## config.mk

```make
export PLATFORM = sky130hd
export DESIGN_NAME = sdram_read_flat
export DESIGN_NICKNAME = d
export VERILOG_FILES = /design/src/rtl/sdram_read_if.sv /design/src/rtl/sdram_read.sv /design/src/flat_wrapper.sv
export SDC_FILE = /design/constraint.sdc
export NUM_CORES = 1
export LEC_CHECK = 0
export CAP_MARGIN = 40
export CORE_UTILIZATION = 45
export CTS_BUF_LIST = sky130_fd_sc_hd__clkbuf_8
export DETAILED_ROUTE_END_ITERATION = 10
export DONT_BUFFER_PORTS = 1
export HOLD_SLACK_MARGIN = 0.12
export PLACE_DENSITY = 0.7
export SKIP_CTS_REPAIR_TIMING = 1
export SLEW_MARGIN = 20
export SYNTH_ARGS = -nofsm -noshare
export SYNTH_HDL_FRONTEND = slang
export SYNTH_SLANG_ARGS = --single-unit
```

## constraint.sdc

```tcl
create_clock -name clk -period 2.75 [get_ports clk]
set_clock_uncertainty 0.1 [all_clocks]
set_input_delay 0.1375 -clock clk [delete_from_list [all_inputs] [get_ports clk]]
set_output_delay 0.1375 -clock clk [all_outputs]
set_load 0.05 [all_outputs]
```

## src/rtl/sdram_read_if.sv

```systemverilog
// Signal bundle between the SDRAM read engine, the bus arbiter, the SDRAM pins and the read FIFO.
interface sdram_read_if;
  logic        aref_req;
  logic        rd_en;
  logic        rd_trig;
  logic        rd_req;
  logic        flag_rd_end;
  logic [3:0]  rd_cmd;
  logic [12:0] rd_addr;
  logic [15:0] sdram_dq;
  logic        rfifo_wr_en;
  logic [7:0]  rfifo_wr_data;

  modport master (
    input  aref_req, rd_en, rd_trig, sdram_dq,
    output rd_req, flag_rd_end, rd_cmd, rd_addr, rfifo_wr_en, rfifo_wr_data
  );

  modport slave (
    output aref_req, rd_en, rd_trig, sdram_dq,
    input  rd_req, flag_rd_end, rd_cmd, rd_addr, rfifo_wr_en, rfifo_wr_data
  );
endinterface

```

## src/rtl/sdram_read.sv

```systemverilog
// SDRAM read engine: ACTIVE / READ(burst 4) / PRECHARGE-ALL sequencing over a fixed region,
// yielding to auto-refresh at burst boundaries, with a CAS-latency-aligned capture into the read FIFO.
module sdram_read #(
  parameter int BURST_LEN = 4,
  parameter int COL_END   = 3,
  parameter int ROW_END   = 1,
  parameter int CAS_LAT   = 3
) (
  input  logic         clk,
  input  logic         rst_n,
  sdram_read_if.master bus
);

  localparam logic [3:0]  CMD_NOP  = 4'b0111;
  localparam logic [3:0]  CMD_ACT  = 4'b0011;
  localparam logic [3:0]  CMD_READ = 4'b0101;
  localparam logic [3:0]  CMD_PALL = 4'b0010;
  localparam logic [12:0] ADDR_A10 = 13'h0400;

  typedef enum logic [4:0] {
    IDLE   = 5'b00001,
    REQ    = 5'b00010,
    ACTIVE = 5'b00100,
    READ   = 5'b01000,
    BREAK  = 5'b10000
  } state_t;

  state_t state_c, state_n;

  logic [1:0]       burst_cnt;
  logic [7:0]       col_cnt;
  logic [12:0]      row_cnt;
  logic             flag_rd;
  logic             row_end;
  logic             rd_data_end;
  logic             brk_flag;
  logic             flag_rd_end_q;
  logic [3:0]       rd_cmd_q;
  logic [12:0]      rd_addr_q;
  logic [CAS_LAT:0] valid_sr;
  logic [15:0]      dq_reg;

  logic burst_step, burst_last, col_last, row_last;
  logic refresh_brk, rd_to_pre;

  assign burst_step  = (state_n == READ);
  assign burst_last  = (burst_cnt == 2'(BURST_LEN - 1));
  assign col_last    = (col_cnt == 8'(COL_END - 1));
  assign row_last    = (row_cnt == 13'(ROW_END - 1));
  // Refresh may only cut in on a burst boundary so an issued burst always drains completely.
  assign refresh_brk = bus.aref_req && (burst_cnt == 2'd0) && flag_rd;
  assign rd_to_pre   = refresh_brk || rd_data_end || (row_end && flag_rd);

  always_ff @(posedge clk or negedge rst_n) begin
    if (!rst_n) state_c <= IDLE;
    // NOTE: registers take <= so every flop samples pre-edge values regardless of process order.
    else        state_c <= state_n;
  end

  always_comb begin
    // NOTE: default first, so no path through the case leaves state_n unassigned (no latch).
    state_n = state_c;
    case (state_c)
      IDLE:    if (bus.rd_trig) state_n = REQ;
      REQ:     if (bus.rd_en) state_n = ACTIVE;
      ACTIVE:  state_n = READ;
      READ:    if (rd_to_pre) state_n = BREAK;
      BREAK: begin
        if (bus.aref_req && flag_rd) state_n = REQ;
        else if (flag_rd)            state_n = ACTIVE;
        else                         state_n = IDLE;
      end
      default: state_n = IDLE;
    endcase
  end

  always_ff @(posedge clk or negedge rst_n) begin
    if (!rst_n) begin
      burst_cnt     <= '0;
      col_cnt       <= '0;
      row_cnt       <= '0;
      row_end       <= 1'b0;
      rd_data_end   <= 1'b0;
      flag_rd       <= 1'b0;
      brk_flag      <= 1'b0;
      flag_rd_end_q <= 1'b0;
    end else begin
      if (burst_step) begin
        burst_cnt <= burst_last ? 2'd0 : burst_cnt + 2'd1;
        if (burst_last) begin
          col_cnt <= col_last ? 8'd0 : col_cnt + 8'd1;
          if (col_last) row_cnt <= row_last ? 13'd0 : row_cnt + 13'd1;
        end
      end
      row_end     <= burst_step && burst_last && col_last;
      rd_data_end <= burst_step && burst_last && col_last && row_last;

      if (bus.rd_trig)      flag_rd <= 1'b1;
      else if (rd_data_end) flag_rd <= 1'b0;

      // A row-change break keeps the bus, so only refresh and end-of-data report a release.
      brk_flag      <= (state_n == BREAK) && (refresh_brk || rd_data_end);
      flag_rd_end_q <= brk_flag;
    end
  end

  always_ff @(posedge clk or negedge rst_n) begin
    if (!rst_n) begin
      rd_cmd_q  <= CMD_NOP;
      rd_addr_q <= ADDR_A10;
    end else begin
      case (state_n)
        ACTIVE: begin
          rd_cmd_q  <= CMD_ACT;
          rd_addr_q <= row_cnt;
        end
        READ: begin
          rd_cmd_q  <= (burst_cnt == 2'd0) ? CMD_READ : CMD_NOP;
          rd_addr_q <= {3'b000, col_cnt, burst_cnt};
        end
        BREAK: begin
          rd_cmd_q  <= CMD_PALL;
          rd_addr_q <= ADDR_A10;
        end
        default: begin
          rd_cmd_q  <= CMD_NOP;
          rd_addr_q <= ADDR_A10;
        end
      endcase
    end
  end

  // Capture runs off the FSM's READ occupancy: one valid bit per word slot, delayed to meet the data.
  always_ff @(posedge clk or negedge rst_n) begin
    if (!rst_n) begin
      valid_sr <= '0;
      dq_reg   <= '0;
    end else begin
      valid_sr <= {valid_sr[CAS_LAT-1:0], state_c == READ};
      dq_reg   <= bus.sdram_dq;
    end
  end

  assign bus.rd_req        = (state_n == REQ);
  assign bus.flag_rd_end   = flag_rd_end_q;
  assign bus.rd_cmd        = rd_cmd_q;
  assign bus.rd_addr       = rd_addr_q;
  assign bus.rfifo_wr_en   = valid_sr[CAS_LAT];
  assign bus.rfifo_wr_data = dq_reg[7:0];

endmodule

```

## src/flat_wrapper.sv

```systemverilog
// flat-port wrapper written by rule: the top's interface ports become plain ports
module sdram_read_flat 
#(
  parameter int BURST_LEN = 4,
  parameter int COL_END   = 3,
  parameter int ROW_END   = 1,
  parameter int CAS_LAT   = 3
)
  (clk, rst_n, bus_aref_req, bus_rd_en, bus_rd_trig, bus_sdram_dq, bus_rd_req, bus_flag_rd_end, bus_rd_cmd, bus_rd_addr, bus_rfifo_wr_en, bus_rfifo_wr_data);
  sdram_read_if bus_i ();
  input  logic clk;
  input  logic rst_n;
  input wire logic [$bits(bus_i.aref_req)-1:0] bus_aref_req;
  input wire logic [$bits(bus_i.rd_en)-1:0] bus_rd_en;
  input wire logic [$bits(bus_i.rd_trig)-1:0] bus_rd_trig;
  input wire logic [$bits(bus_i.sdram_dq)-1:0] bus_sdram_dq;
  output wire logic [$bits(bus_i.rd_req)-1:0] bus_rd_req;
  output wire logic [$bits(bus_i.flag_rd_end)-1:0] bus_flag_rd_end;
  output wire logic [$bits(bus_i.rd_cmd)-1:0] bus_rd_cmd;
  output wire logic [$bits(bus_i.rd_addr)-1:0] bus_rd_addr;
  output wire logic [$bits(bus_i.rfifo_wr_en)-1:0] bus_rfifo_wr_en;
  output wire logic [$bits(bus_i.rfifo_wr_data)-1:0] bus_rfifo_wr_data;
  assign bus_i.aref_req = bus_aref_req;
  assign bus_i.rd_en = bus_rd_en;
  assign bus_i.rd_trig = bus_rd_trig;
  assign bus_i.sdram_dq = bus_sdram_dq;
  assign bus_rd_req = bus_i.rd_req;
  assign bus_flag_rd_end = bus_i.flag_rd_end;
  assign bus_rd_cmd = bus_i.rd_cmd;
  assign bus_rd_addr = bus_i.rd_addr;
  assign bus_rfifo_wr_en = bus_i.rfifo_wr_en;
  assign bus_rfifo_wr_data = bus_i.rfifo_wr_data;
  sdram_read #(.BURST_LEN(BURST_LEN), .COL_END(COL_END), .ROW_END(ROW_END), .CAS_LAT(CAS_LAT)) u_core (.clk(clk), .rst_n(rst_n), .bus(bus_i));
endmodule
```

==> results.yml, run 1 <==
logic_synthesis:
  synth_most_common_cell: "dfrtp_1"
  synth.top_cells.by_area: "dfrtp_1 50%, a2111oi_2 6.4%, dfstp_2 4.7%"
  synthSimpleGateAreaFrac_pct: 13.6
  ys_top_cells_by_count: "56 x dfrtp_1, 14 x inv_1, 14 x nor2_1"
  syn_inst: 230
  synth_edf_count: 0
  synth-adder-area-share_pct: 2.67
  synth_compound_area_share_pct: 15.5
  syn_nets: 257
  synth_top_family_by_area: "compound AO/OA/AOI/OAI gates"
  synth_flop_cell: "dfrtp_1"
  yosysSeqAreaShare_pct: 54.6
  synth_warnings: 0
  synth.cell_area_mm2: 0.00281
  async_flop_share_pct: 100
  synth_cell_types: 48
  avgSynthCellArea_um2: 12.2
  synthMuxAreaShare_pct: 4.37
  netlist.area_leader.share_pct: 49.9
  ys_ff_latch: 61
  yosys.area.top_type: "dfrtp_1"
  synthXorXnorAreaFrac_pct: 3.74
sta:
  finalCritPeriodShare_pct: 83.4
  setup_violations: 0
  worst_hold_slack_ns: 0.115
  timing.final.crit_period_ns: 2.29
  hold_violations: 0
  maxSlewHeadroom_pct: 55.5
  drv_slew: 0
  tns_ns: 0
  fmax_ghz: 0.436
  rsz0062_at_grt: "false"
  worst_pin_slew_ns: 0.667
finish:
  final_cell_count_no_fill: 323
  diodes: 0
  final_core_util_pct: 54.6
  layout-drive-gt1-share_pct: 23.8
  area_delta_synth_final_pct: 15.7
  multi_input_area_mm2: 0.00113
  regArea_mm2: 0.00153
  nets: 270
  nFillCells: 491
clock_tree:
  clkLatencyLatePin_ns: 0.34
  path_clk_slew_ns: 0.07
  cts_buffers: 9
  numClockSinks: 61
  clockBufferDepth: 2
  cts_htree_levels: 3
  root_buffer: "clkbuf_8"
  tritoncts: "done"
grt:
  antenna_found_initial: 0
  grt_pass1_vias: 1685
  grt_overflow: 0
  grt_max_degree: 62
  grt_pass1_wl_mm: 8.31
  grtUsageTotal_pct: 17.6
setup_path:
  cp.required_ns: 2.88
  cp.arrival_ns: 2.42
  max_stage_delay_ns: 0.41
  cp_slowest_cell: "dfrtp_1"
  start_kind: "flip-flop"
  path_buf_inv: 2
  cp_top_family: "compound AO/OA/AOI/OAI gates"
  worstSetupPathType: "flip-flop to flip-flop"
  path_cells: "inv_1 > ha_1 > a21oi_1 > a21oi_2 > buf_6 > a211oi_1 > mux2_2"
  worst_setup_path_end_kind: "flip-flop"
  cp_max_fo: 10
route:
  routed-wl-met2_mm: 2.42
  detailedRoute.firstIterationViolations: 90
  wl_met1_mm: 2.42
  wl_mm: 5.27
  ant_nets: 0
  highest_layer: "met4"
  vias: 1784
  vias_per_cell: 5.52
  met3_length_um: 323
  wire_per_inst_um: 16.3
  drc: 0
  firstDrtPassIters: 4
floorplan:
  die_x_um: 81.0
  initial_core_util_pct: 47.2
  die_height_um: 81.0
  num_io_pins: 49
  core_area_mm2: 0.00596
  die_area_mm2: 0.00656
  placementRows: 28
job:
  maxCapViolCount: 0
placement:
  place.gp.congestion: 0.806
  dp_hpwl_mm: 3.46
  dp.cells: 294
  port_buffers: 0
power_and_ir_drop:
  p_leak_nw: 1.29
  power_density_mw_per_mm2: 747
  ir_drop_mv: 0.360
outcome:
  status: "complete, no violations"
hold_path:
  hold_class: "input port to flip-flop"
-- worst register-to-register path, stage by stage, from the launching register on --
cell and delay, ns:
dfrtp_1 0.41, inv_1 0.07, ha_1 0.23, a21oi_1 0.23, a21oi_2 0.22, buf_6 0.21, a211oi_1 0.34, mux2_2 0.37
-- final timing paths --
| check | cells after the start | end | start | slack (ns) |
|---|---|---|---|---|
| max | 7 | u_core.col_cnt[1] | u_core.burst_cnt[0] | 0.46 |
| min | 4 | u_core.state_c[1] | bus_rd_trig | 0.12 |
| max reg2reg | 7 | u_core.col_cnt[1] | u_core.burst_cnt[0] | 0.46 |
| min reg2reg | 0 | u_core.bus.flag_rd_end | u_core.brk_flag | 0.25 |
| max in group asynchronous | 2 | u_core.bus.rd_cmd[1] | rst_n | 2.03 |
| min in group asynchronous | 2 | u_core.bus.rd_addr[11] | rst_n | 0.22 |
-- placed cells by master (no fill, tap or decap), types with 3 or more instances in the layout --
master and instances:
nand4_1 6, dfrtp_1 56, a21oi_1 5, mux2_2 10
xor2_1 10, dfstp_2 5, a211oi_1 5, bufinv_16 3
ha_1 6, nor4_1 3, nor2_1 14, nand2_1 9
a2111oi_2 12, inv_1 16, dlygate4sd3_1 12, nand3_1 10
clkbuf_8 10, buf_4 5, a21oi_2 3, and2_1 3
a22o_1 9
-- power by group --
group          internal (mW)  switching [mW]  total (mW)
clock network          0.618           0.324       0.942
registers              0.969           0.183        1.15
logic                  0.128           0.206       0.334
total                   1.71           0.713        2.43
-- kinds of logic (layout without fill, tap and decap cells) --
logic type | after synthesis | in the layout
AND/OR/NAND/NOR | 64 | 64
flip-flops | 61 | 61
other | 1 | 1
multiplexers | 11 | 11
XOR/XNOR | 12 | 12
buffers and inverters | 31 | 49
adder cells (fa/ha/maj) | 6 | 6
AO/OA/AOI/OAI | 44 | 44
-- metal layers --
metal	up-vias	track usage, %
met5	-	0
met4	0	7.50
met3	12	7.53
met2	50	25.5
met1	869	22.9
li1	853	-
-- area by class of cell --
class                           instances  area share [%]
Inverter                               14            1.62
Timing Repair Buffer                   19            6.04
Multi-Input combinational cell        138            34.9
Clock buffer                           10            4.23
Sequential cell                        61            47.2
Tap cell                               75            2.89
Clock inverter                          6            3.16
-- through the flow --
stage | setup slack, ns | instance area [µm²] | power (mW)
2_1_floorplan | 0.160 | 2810 | 1.39
3_3_place_gp | 0.176 | 2850 | 1.45
6_report | 0.457 | 3250 | 2.43
5_1_grt | 0.328 | 3250 | 2.54
3_5_place_dp | 0.456 | 2860 | 1.47
4_1_cts | 0.448 | 3100 | 2.42
(Power assumes the default switching activity.)
==> run 2, diff against run 1 <==
- clock period: 2.75 -> 2.35 ns (I/O delays scaled with it)
==> run 2 against run 1 <==
Against the previous run:
- non-clock buffer count rose by 14
- clock power increased by 23%
- critical path depth fell by 2
- utilization up 1.8 points
- clock-buffer cell count down 1
- hold slack better by 0.0036 ns
- largest power group unchanged
- sequential cell count unchanged
- largest cell class unchanged
- design area is 3.3% higher
- global-route usage increased by 2.3 points
- first-iteration DRC count grew 39%
==> results.yml, run 2 (synthesized netlist as in run 1, its figures left out) <==
finish:
  layout_common_cells: "56 x dfrtp_1, 20 x buf_4, 14 x inv_1, 14 x nor2_1"
  diodes: 0
  final_cell_count_no_fill: 337
  nets: 284
  layout-drive-gt1-share_pct: 28.6
  layout_commonest_cell: "dfrtp_1"
  final_core_util_pct: 56.4
  fin_area_mm2: 0.00336
  area_delta_synth_final_pct: 19.6
grt:
  grt_pass1_vias: 1896
  grt_overflow: 0
  grt_pass1_wl_mm: 9.36
  grt_max_degree: 62
  grtUsageTotal_pct: 19.8
  antenna_found_initial: 0
setup_path:
  max_stage_delay_ns: 0.44
  cp_top_family: "simple AND/OR/NAND/NOR gates"
  start_kind: "flip-flop"
  cp.required_ns: 2.49
  cp_max_fo: 7
  worst_r2r_path_depth: 5
  cp.arrival_ns: 2.30
  r2r_end: "u_core.row_cnt[9]"
  cp_slowest_cell: "dfrtp_1"
  path_buf_inv: 0
  worst_setup_path_end_kind: "flip-flop"
  r2r_slack_ns: 0.19
  worstSetupPathType: "flip-flop to flip-flop"
  path_cells: "ha_1 > nor3b_2 > nand4_4 > a2111oi_2 > mux2_2"
  reg2reg_from: "u_core.col_cnt[1]"
floorplan:
  die_x_um: 81.0
  num_io_pins: 49
  die_area_mm2: 0.00656
  initial_core_util_pct: 47.2
  core_area_mm2: 0.00596
  die_height_um: 81.0
  placementRows: 28
sta:
  worst_hold_slack_ns: 0.119
  hold_violations: 0
  finalCritPeriodShare_pct: 92.0
  tns_ns: 0
  setup_violations: 0
  drv_slew: 0
  timing.final.crit_period_ns: 2.16
  rsz0062_at_grt: "false"
  fmax_ghz: 0.463
  worst_slack_ns: 0.189
hold_path:
  min_from: "bus_aref_req"
  whs_endpoint: "u_core.state_c[4]"
  whs_path_depth: 3
  hold_class: "input port to flip-flop"
power_and_ir_drop:
  total_power_mw: 2.95
  power_density_mw_per_mm2: 877
  p_leak_nw: 1.34
  ir_drop_mv: 0.580
route:
  vias: 1923
  firstDrtPassIters: 4
  highest_layer: "met4"
  wl_mm: 5.94
  ant_nets: 0
  wl_met1_mm: 2.51
  detailedRoute.firstIterationViolations: 125
  vias_per_cell: 5.71
  routed-wl-met2_mm: 2.88
  met3_length_um: 408
  drc: 0
  wire_per_inst_um: 17.6
clock_tree:
  cts_htree_levels: 3
  tritoncts: "done"
  cts_buffers: 9
  path_clk_slew_ns: 0.08
  clkLatencyLatePin_ns: 0.35
  numClockSinks: 61
  clockBufferDepth: 2
  root_buffer: "clkbuf_8"
placement:
  port_buffers: 0
  placed_cell_area_mm2: 0.00296
  dp_hpwl_mm: 3.78
  dp.cells: 308
  place_ws_ns: 0.176
  place.gp.congestion: 0.827
outcome:
  status: "complete, no violations"
job:
  maxCapViolCount: 0
## run 2: worst reg2reg max path, cell delays in order, from the launching register on
cell	delay (ns)
dfrtp_1	0.44
ha_1	0.19
nor3b_2	0.32
nand4_4	0.24
a2111oi_2	0.40
mux2_2	0.37
## run 2: layer usage
layer  vias up  track usage, %
met5         -               0
met2        68            30.3
met4         0            9.29
met1       955            24.1
met3        14            8.54
li1        886               -
## run 2: worst max path at each step
stage / startpoint / endpoint / slack (ns) / cells after the start
floorplan: u_core.col_cnt[0] / u_core.row_cnt[5] / 0.32 / 6
global placement: u_core.col_cnt[1] / u_core.row_cnt[7] / 0.23 / 5
detailed placement: u_core.col_cnt[1] / u_core.row_cnt[9] / 0.18 / 5
CTS: u_core.col_cnt[1] / u_core.row_cnt[9] / 0.17 / 5
global route: u_core.col_cnt[1] / u_core.row_cnt[9] / 0.02 / 5
finish: u_core.col_cnt[1] / u_core.row_cnt[9] / 0.19 / 5
## run 2: area by class of cell
cell class                 count  area (µm²)
clock buffer                   9         124
clock inverter                 7         123
inverter                      14        52.6
multi-input combinational    138        1130
timing repair buffer          33         298
tap                           75        93.8
sequential                    61        1530
fill                         483        2600
## run 2: power breakdown
part / switching [mW] / leakage (nW) / internal (mW)
sequential: 0.186 / 0.744 / 1.13
clock: 0.447 / 0.116 / 0.709
combinational: 0.281 / 0.483 / 0.190
total: 0.914 / 1.34 / 2.03
